<file path="config.mk">
export PLATFORM = sky130hd
export DESIGN_NAME = pattern_stream_gen
export DESIGN_NICKNAME = d
export VERILOG_FILES = /design/src/rtl/pattern_stream_gen.sv
export SDC_FILE = /design/constraint.sdc
export NUM_CORES = 1
export LEC_CHECK = 0
export CAP_MARGIN = 20
export CORE_MARGIN = 5
export CORE_UTILIZATION = 51
export CTS_CLUSTER_SIZE = 20
export DETAILED_ROUTE_END_ITERATION = 7
export DONT_BUFFER_PORTS = 1
export HOLD_SLACK_MARGIN = 0.15
export PLACE_DENSITY = 0.69
export SYNTH_ARGS = -nofsm -noshare
export SYNTH_HDL_FRONTEND = slang
export SYNTH_SLANG_ARGS = --single-unit
</file>
<file path="constraint.sdc">
create_clock -name CLK -period 3.5 [get_ports CLK]
set_input_delay 0.35 -clock CLK [delete_from_list [all_inputs] [get_ports CLK]]
set_output_delay 0.35 -clock CLK [all_outputs]
set_load 0.01 [all_outputs]
</file>
<file path="src/rtl/pattern_stream_gen.sv">
// pattern_stream_gen: serialises a latched DATA_W-bit word into OUT_W-bit chunks and repeats it
// N times (MODE=0), or emits N words of Fibonacci-LFSR pseudo-random bits (MODE=1).
//
// Ports:
//   CLK, RST        clock (rising edge), asynchronous active-high reset
//   IN, N, MODE     pattern word, word count, mode; sampled when START is accepted in IDLE
//   SEED            LFSR seed, sampled with START (zero is replaced by all-ones)
//   START, ABORT    run request (IDLE only) / early termination (SHIFT only)
//   out_ready       downstream ready; a handshake is pattern_valid && out_ready
//   pattern         current chunk (registered)
//   pattern_valid   pattern holds a chunk to be consumed
//   busy            high in SHIFT and DONE
//   done            one-cycle end-of-run pulse
//   word_cnt        words completed in the current run
module pattern_stream_gen #(
  parameter int unsigned       DATA_W    = 32,
  parameter int unsigned       OUT_W     = 8,
  parameter int unsigned       CNT_W     = 8,
  parameter int unsigned       LFSR_W    = 31,
  parameter logic [LFSR_W-1:0] LFSR_TAPS = 31'h48000000
) (
  input  logic              CLK,
  input  logic              RST,
  input  logic [DATA_W-1:0] IN,
  input  logic [CNT_W-1:0]  N,
  input  logic              MODE,
  input  logic [LFSR_W-1:0] SEED,
  input  logic              START,
  input  logic              ABORT,
  input  logic              out_ready,
  output logic [OUT_W-1:0]  pattern,
  output logic              pattern_valid,
  output logic              busy,
  output logic              done,
  output logic [CNT_W-1:0]  word_cnt
);

  localparam int unsigned CH     = DATA_W / OUT_W;
  localparam int unsigned CIDX_W = (CH > 1) ? $clog2(CH) : 1;
  localparam logic [CIDX_W-1:0] LastIdx = CIDX_W'(CH - 1);

  localparam logic [1:0] StIdle  = 2'd0;
  localparam logic [1:0] StShift = 2'd1;
  localparam logic [1:0] StDone  = 2'd2;

  logic [1:0]        state_q, state_d;
  logic [DATA_W-1:0] word_q, word_d;
  logic [DATA_W-1:0] shreg_q, shreg_d;
  logic [LFSR_W-1:0] lfsr_q, lfsr_d;
  logic              mode_q, mode_d;
  logic [CNT_W-1:0]  n_q, n_d;
  logic [CIDX_W-1:0] chunk_idx_q, chunk_idx_d;
  logic [CNT_W-1:0]  word_cnt_q, word_cnt_d;
  logic [OUT_W-1:0]  pattern_q, pattern_d;
  logic              valid_q, valid_d;
  logic              busy_q, busy_d;
  logic              done_q, done_d;

  logic              start_acc;
  logic              hs;
  logic              word_end;
  logic [CNT_W-1:0]  cnt_inc;
  logic [LFSR_W-1:0] seed_eff;
  logic [LFSR_W-1:0] lfsr_src;
  logic [LFSR_W-1:0] lfsr_adv;
  logic [OUT_W-1:0]  lfsr_bits;
  logic              lfsr_fb;

  assign start_acc = (state_q == StIdle) && START;
  assign hs        = valid_q && out_ready;
  assign word_end  = hs && (chunk_idx_q == LastIdx);
  assign cnt_inc   = word_cnt_q + 1'b1;
  assign seed_eff  = (SEED == '0) ? '1 : SEED;

  // Unroll OUT_W LFSR steps: the first chunk comes straight from the seed, later ones from the
  // running state, so the LFSR is never reseeded between words.
  always_comb begin
    lfsr_src  = start_acc ? seed_eff : lfsr_q;
    lfsr_adv  = lfsr_src;
    lfsr_bits = '0;
    lfsr_fb   = 1'b0;
    for (int unsigned i = 0; i < OUT_W; i++) begin
      lfsr_fb      = ^(lfsr_adv & LFSR_TAPS);
      lfsr_bits[i] = lfsr_fb;
      lfsr_adv     = {lfsr_adv[LFSR_W-2:0], lfsr_fb};
    end
  end

  always_comb begin
    state_d     = state_q;
    word_d      = word_q;
    shreg_d     = shreg_q;
    lfsr_d      = lfsr_q;
    mode_d      = mode_q;
    n_d         = n_q;
    chunk_idx_d = chunk_idx_q;
    word_cnt_d  = word_cnt_q;
    pattern_d   = pattern_q;
    valid_d     = valid_q;
    busy_d      = busy_q;
    done_d      = 1'b0;

    unique case (state_q)
      StIdle: begin
        pattern_d = '0;
        valid_d   = 1'b0;
        busy_d    = 1'b0;
        if (START) begin
          word_d      = IN;
          n_d         = N;
          mode_d      = MODE;
          lfsr_d      = seed_eff;
          word_cnt_d  = '0;
          chunk_idx_d = '0;
          busy_d      = 1'b1;
          if (N == '0) begin
            state_d = StDone;
            done_d  = 1'b1;
          end else begin
            state_d = StShift;
            valid_d = 1'b1;
            shreg_d = IN;
            if (MODE) begin
              pattern_d = lfsr_bits;
              lfsr_d    = lfsr_adv;
            end else begin
              pattern_d = IN[OUT_W-1:0];
            end
          end
        end
      end

      StShift: begin
        if (hs) begin
          chunk_idx_d = word_end ? '0 : chunk_idx_q + 1'b1;
          // Reload from the latched word so a live IN change cannot leak into the run.
          shreg_d     = word_end ? word_q : (shreg_q >> OUT_W);
          lfsr_d      = lfsr_adv;
          pattern_d   = mode_q ? lfsr_bits : shreg_d[OUT_W-1:0];
          if (word_end) begin
            word_cnt_d = cnt_inc;
          end
        end
        if ((word_end && (cnt_inc == n_q)) || ABORT) begin
          state_d = StDone;
          valid_d = 1'b0;
          done_d  = 1'b1;
        end
      end

      StDone: begin
        state_d   = StIdle;
        busy_d    = 1'b0;
        valid_d   = 1'b0;
        pattern_d = '0;
      end

      default: begin
        state_d   = StIdle;
        busy_d    = 1'b0;
        valid_d   = 1'b0;
        pattern_d = '0;
      end
    endcase
  end

  always_ff @(posedge CLK or posedge RST) begin
    if (RST) begin
      state_q     <= StIdle;
      word_q      <= '0;
      shreg_q     <= '0;
      lfsr_q      <= '0;
      mode_q      <= 1'b0;
      n_q         <= '0;
      chunk_idx_q <= '0;
      word_cnt_q  <= '0;
      pattern_q   <= '0;
      valid_q     <= 1'b0;
      busy_q      <= 1'b0;
      done_q      <= 1'b0;
    end else begin
      state_q     <= state_d;
      word_q      <= word_d;
      shreg_q     <= shreg_d;
      lfsr_q      <= lfsr_d;
      mode_q      <= mode_d;
      n_q         <= n_d;
      chunk_idx_q <= chunk_idx_d;
      word_cnt_q  <= word_cnt_d;
      pattern_q   <= pattern_d;
      valid_q     <= valid_d;
      busy_q      <= busy_d;
      done_q      <= done_d;
    end
  end

  assign pattern       = pattern_q;
  assign pattern_valid = valid_q;
  assign busy          = busy_q;
  assign done          = done_q;
  assign word_cnt      = word_cnt_q;

endmodule

</file>
==> flow_summary.toml, run 1 <==
[die]
ioPinCount = 96
die_h_um = 120.7
core_area_mm2 = 0.01201
start_util = 0.5205
die_w_um = 120.7
die_area_mm2 = 0.01457
row_count = 40

[cts]
cts_tree = "yes"
clockRootBuffer = "clkbuf_16"
cts_buffer_depth = 2
post_cts_buffers = 0
clk_latency_ps = 420
cts_sinks = 119
clkTransAtPathRegs_ps = 60
postCtsHoldBufs = 64
cts_resized = 0
cts_buffers = 17
htreeDepth = 4

[layout]
antennaDiodeCount = 0
nets = 827
final_cell_mix = "196 x nand2_1, 119 x dfrtp_1, 64 x dlygate4sd3_1, 49 x o21ai_1, 47 x nor2_1"
final_common_cell = "nand2_1"
nFillCells = 978
postLayoutCellArea_mm2 = 0.007600
fin_cells = 907
drive_above_1_share = 0.07368
multi_input_area_mm2 = 0.003040
seq_area_mm2 = 0.002978
syn2layout_area_growth_pct = 21.55

[global_route]
grt_overflow = 0
antenna_found_initial = 0
grt_max_degree = 66
track_usage = 0.2546
grt_pass1_vias = 5526
grt_pass1_wl_mm = 29.01

[logic_synthesis]
synth_top_cell_by_area = "dfrtp_1"
synth_flop_cell = "dfrtp_1"
avgSynthCellArea_um2 = 8.894
ys_ff_latch = 119
netlist_instances = 703
synth.cell_area_mm2 = 0.006252
synthDominantCellAreaShare = 0.4763
ys_async_sr_fraction = 1.000
yosysUniqueCellTypes = 51
synth_nets = 782
yosys_warnings = 0
synthTopCellsByArea = "dfrtp_1 48%, nand2_1 12%, mux2i_1 6.1%"
synth_edf_count = 0
seq_area_frac_synth = 0.4763

[placement]
io_buffers = 0
placed_area_mm2 = 0.006305
place_inst = 811
hpwlAfterDp_mm = 11.45
place.gp.congestion = 0.8852

[power_and_ir_drop]
peakVddDrop_mv = 0.4944
p_sw_frac = 0.3495
p_seq_frac = 0.392
p_sw_mw = 2.122
p_clk_frac = 0.312
power.leakage_nw = 3.511
power.density_mw_per_mm2 = 798.9
power_frac_comb = 0.297
p_int_mw = 3.950

[worst_setup_path]
crit_path_cell_trace = "ha_1 > and3_1 > a32o_1 > or4b_4 > a2111oi_4 > o21ai_1"
cp_max_fo = 8
startpoint_type = "register"
cp_slowest_stage_delay_ps = 530
critPathCaptureType = "register"
path_delay_family = "simple AND/OR/NAND/NOR gates"
critPathBufInv = 0
crit_required_ps = 3790
critPathSlowestCell = "or4b_4"
arrival_ps = 2760
path_class = "reg2reg"

[route]
top_layer = "met4"
drc = 0
wl_met3_mm = 1.638
post_drt_wl_per_cell_um = 19.66
wl_met2_mm = 8.167
firstDrtPassIters = 6
drt_first_iter_violations = 586
via_per_inst = 5.989
drtAntennaViolNets = 0
wl_met1_mm = 7.651
wirelength_mm = 17.83
via_count = 5432

[sta]
slew_violations = 0
hold_slack_ps = 163.0
setup_viol = 0
rsz0062_at_grt = "no"
clock_skew_ps = 5.450
setup_tns_ps = 0
layout_min_cycle_time_ps = 2470
final-hold-violation-count = 0
max_freq_mhz = 404.9
maxSlewHeadroom = 0.4452
max_slew.worst_pin.slew_ps = 832.2
period_share = 0.7056

[worst_hold_path]
min_path_type = "in2reg"

[status]
outcome = "complete, no violations"

[flow_run]
cap_violations = 0
[cells in the mapped netlist (3+ instances only)]
| library cell | count |
|---|---|
| dfrtp_1 | 119 |
| a22oi_1 | 8 |
| o22ai_1 | 23 |
| nor3_1 | 3 |
| clkbuf_1 | 32 |
| nor4_1 | 7 |
| nand2_1 | 196 |
| o21ai_1 | 50 |
| a21oi_1 | 37 |
| xnor2_1 | 21 |
| o21bai_1 | 8 |
| a21o_1 | 4 |
| a31oi_1 | 9 |
| nand4_1 | 4 |
| mux2i_1 | 38 |
| buf_2 | 11 |
| a211oi_1 | 7 |
| nand3_1 | 4 |
| o2bb2ai_1 | 15 |
| buf_6 | 3 |
| or2_1 | 3 |
| a221o_1 | 7 |
| o31ai_1 | 3 |
| xor2_1 | 6 |
| nor2_1 | 48 |
| nand2b_1 | 4 |
[state kept, by name, summed over array words and instances, names as in the netlist, 2 cells and up]
register,cells
chunk_idx_q,2
word_q,32
lfsr_q,31
n_q,8
shreg_q,24
word_cnt,8
pattern,8
state_q,2
[worst register-to-register path, delay by kind of cell, from the launching register on]
| family | cells | cell delay [ps] |
|---|---|---|
| adder cells (fa/ha/maj) | 1 | 330 |
| AO/OA/AOI/OAI | 3 | 700 |
| flip-flops | 1 | 500 |
| AND/OR/NAND/NOR | 2 | 810 |
[metrics by stage]
step	total power, mW	util	setup slack, ps
CTS	6.064	0.6310	1035
detailed placement	4.079	0.5249	1040
global route	6.449	0.6327	902.3
global placement	4.002	0.5249	1131
finish	6.071	0.6327	1030
floorplan	3.640	-	1237
[layer usage]
metal | up-vias | track usage
li1 | 2548 | -
met1 | 2610 | 0.3358
met2 | 239 | 0.3898
met3 | 35 | 0.09308
met4 | 0 | 0.08569
met5 | - | 0
[final cells by class]
cell class | count | area share
clock inverters | 12 | 0.02651
clock buffers | 19 | 0.05696
flip-flops and latches | 119 | 0.3918
inverters | 1 | 0.0009878
multi-input cells | 533 | 0.4001
well taps | 147 | 0.02420
repair buffers | 76 | 0.09944
[power by group through the flow]
| stage | logic (mW) | registers (mW) | clock network (mW) |
|---|---|---|---|
| 2_1_floorplan | 1.40 | 2.24 | 0 |
| 3_3_place_gp | 1.64 | 2.36 | 0 |
| 3_5_place_dp | 1.69 | 2.39 | 0 |
| 4_1_cts | 1.78 | 2.37 | 1.91 |
| 5_1_grt | 2.01 | 2.45 | 1.98 |
| 6_report | 1.80 | 2.38 | 1.89 |
[final timing paths]
kind	startpoint	end	slack, ps	cells after the start
worst max-delay path	word_cnt[0]$_DFFE_PP0P_	pattern_valid$_DFFE_PP0P_	1030	6
worst min-delay path	IN[23]	shreg_q[23]$_DFFE_PP0P_	160	2
worst max register to register	word_cnt[0]$_DFFE_PP0P_	pattern_valid$_DFFE_PP0P_	1030	6
worst min register to register	word_q[2]$_DFFE_PP0N_	word_q[2]$_DFFE_PP0N_	470	2
max in group asynchronous	RST	shreg_q[11]$_DFFE_PP0P_	2240	4
min in group asynchronous	RST	word_cnt[0]$_DFFE_PP0P_	380	2
[logic make-up (layout without fill, tap and decap cells)]
kind of cell,Yosys count,in the layout,synth area share
and+or+nand+nor,281,281,0.1857
AOI/OAI and AO/OA,182,182,0.1893
DFF,119,119,0.4763
muxes,41,41,0.06664
xor gates and xnor gates,27,27,0.03782
buffers and inverters,51,108,0.04022
adders and majority gates,2,2,0.004002
Power figures use the tool's default switching activity.
==> inputs of run 2 (changes only) <==
Settings changed: PLACE_DENSITY 0.69 to 0.66.
Clock period 3.5 ns to 2.4 ns, I/O delays scaled along.
==> run 2 against run 1 <==
- total power grew 40%
- register-to-register slack lost 820 ps
- first-iteration DRC count grew 2.4%
- non-clock buffer count grew 17
- wire length shrank 2.3%
- final area grew 0.89%
- setup slack lost 820 ps
- critical path type unchanged
- count of clock-buffer cells in the layout shrank 1
- via count grew 1.5%
- combinational power grew 48%
- sequential power grew 45%
==> flow_summary.toml, run 2 (synthesis gave the netlist of run 1 again) <==
[status]
outcome = "complete, no violations"

[die]
die_area_mm2 = 0.01457
row_count = 40
die_w_um = 120.7
die_h_um = 120.7
start_util = 0.5205
ioPinCount = 96
core_area_mm2 = 0.01201

[cts]
post_cts_buffers = 0
clk_latency_ps = 410
clkTransAtPathRegs_ps = 60
cts_sinks = 119
clockRootBuffer = "clkbuf_16"
cts_tree = "yes"
cts_buffer_depth = 2
htreeDepth = 4
cts_buffers = 17

[worst_setup_path]
path_delay_family = "simple AND/OR/NAND/NOR gates"
startpoint_type = "register"
crit_required_ps = 2680
critPathCaptureType = "register"
worst_r2r_startpoint = "word_cnt[0]$_DFFE_PP0P_"
critPathSlowestCell = "or4b_4"
path_class = "reg2reg"
rrSetupSlack_ps = 210
cp_max_fo = 5
crit_path_cell_trace = "ha_1 > and3_1 > a32o_1 > or4b_4 > a2111oi_4 > o21ai_1"
cp_slowest_stage_delay_ps = 520
critPathBufInv = 0
crit_path_end = "pattern_valid$_DFFE_PP0P_"
startpoint = "word_cnt[0]$_DFFE_PP0P_"
reg2reg_to = "pattern_valid$_DFFE_PP0P_"
rr_worst_depth = 6
arrival_ps = 2470
critical_path_depth = 6

[placement]
placed_area_mm2 = 0.006430
place_inst = 825
hpwlAfterDp_mm = 11.55
place.gp.congestion = 0.8506
place_ws_ps = 242.5
io_buffers = 0

[sta]
max_freq_mhz = 456.5
final-hold-violation-count = 0
maxSlewHeadroom = 0.5535
layout_min_cycle_time_ps = 2191
max_slew.worst_pin.slew_ps = 669.7
period_share = 0.9128
clock_skew_ps = 9.248
setup_viol = 0
setup_slack_ps = 209.2
slew_violations = 0
rsz0062_at_grt = "no"
setup_tns_ps = 0

[worst_hold_path]
min_path_type = "in2reg"

[route]
post_drt_wl_per_cell_um = 18.84
drtAntennaViolNets = 0
drt_first_iter_violations = 600
via_per_inst = 5.961
firstDrtPassIters = 5
via_count = 5514
wirelength_mm = 17.43
drc = 0

[power_and_ir_drop]
peakVddDrop_mv = 0.6632
power.density_mw_per_mm2 = 1109
power.leakage_nw = 3.552

[layout]
final_common_cell = "nand2_1"
nets = 844
antennaDiodeCount = 0
largest_reg_flops = 32
syn2layout_area_growth_pct = 22.63
fin_cells = 925
final_util = 0.6383
largest-register = "word_q"
final_cell_mix = "196 x nand2_1, 119 x dfrtp_1, 68 x dlygate4sd3_1, 49 x o21ai_1, 47 x nor2_1"
drive_above_1_share = 0.09126
nFillCells = 973
top_regs = "word_q x32, lfsr_q x31, shreg_q x24"
postLayoutCellArea_mm2 = 0.007667

[global_route]
grt_overflow = 0
track_usage = 0.2484
grt_pass1_wl_mm = 28.35
antenna_found_initial = 0
grt_pass1_vias = 5443
grt_max_degree = 120

[flow_run]
cap_violations = 0
run 2: cell count changes in the layout (fill, tap and decap cells not counted), sizes merged:
| cell | delta |
|---|---|
| buf | +13 |
| bufinv | -4 |
| clkbuf | -1 |
| clkinv | +2 |
| clkinvlp | +2 |
| dlygate4sd3 | +4 |
| inv | +2 |
run 2: repair_timing:
action / CTS / global route
hold buffers: 68 / 0
hold endpoints to repair: 213 / 0
gates resized for setup: 0 / 0
run 2: metal layers:
layer  GRT usage  part of all wire  routed length, um
met4     0.08286             0.021                367
met2      0.3807              0.46               8089
met5           0                 0                  0
met3     0.09214             0.094               1633
met1      0.3263              0.42               7336
run 2: final cells by class:
cell class | count | area (um2) | share of cell area
clock buffer | 18 | 429.2 | 0.05597
multi-input combinational | 533 | 3048 | 0.3975
inverter | 1 | 7.507 | 0.0009791
tap | 147 | 183.9 | 0.02399
sequential | 119 | 2978 | 0.3884
timing repair buffer | 93 | 893.4 | 0.1165
clock inverter | 14 | 127.6 | 0.01664
run 2: worst min path at each step:
stage	depth (start not counted)	slack, ps	end	startpoint
3_5_place_dp	1	350	state_q[0]$_DFFE_PP0P_	ABORT
6_report	2	180	pattern[1]$_DFFE_PP0P_	MODE
4_1_cts	2	160	pattern[1]$_DFFE_PP0P_	MODE
3_3_place_gp	1	340	state_q[0]$_DFFE_PP0P_	ABORT
2_1_floorplan	1	340	state_q[0]$_DFFE_PP0P_	ABORT
5_1_grt	2	170	pattern[3]$_DFFE_PP0P_	MODE
run 2: stage by stage:
stage                     hold slack (ps)  power (mW)
after floorplan                     341.7       5.309
after global placement              344.5       5.901
after detailed placement            346.6       6.000
after CTS                           155.8       8.513
after global routing                165.3       9.093
final                               176.0       8.502
run 2: power by group:
| group | total, mW | internal (mW) | switching [mW] |
|---|---|---|---|
| Clock | 2.39 | 1.43 | 0.959 |
| Combinational | 2.67 | 1.14 | 1.53 |
| Sequential | 3.45 | 2.83 | 0.613 |
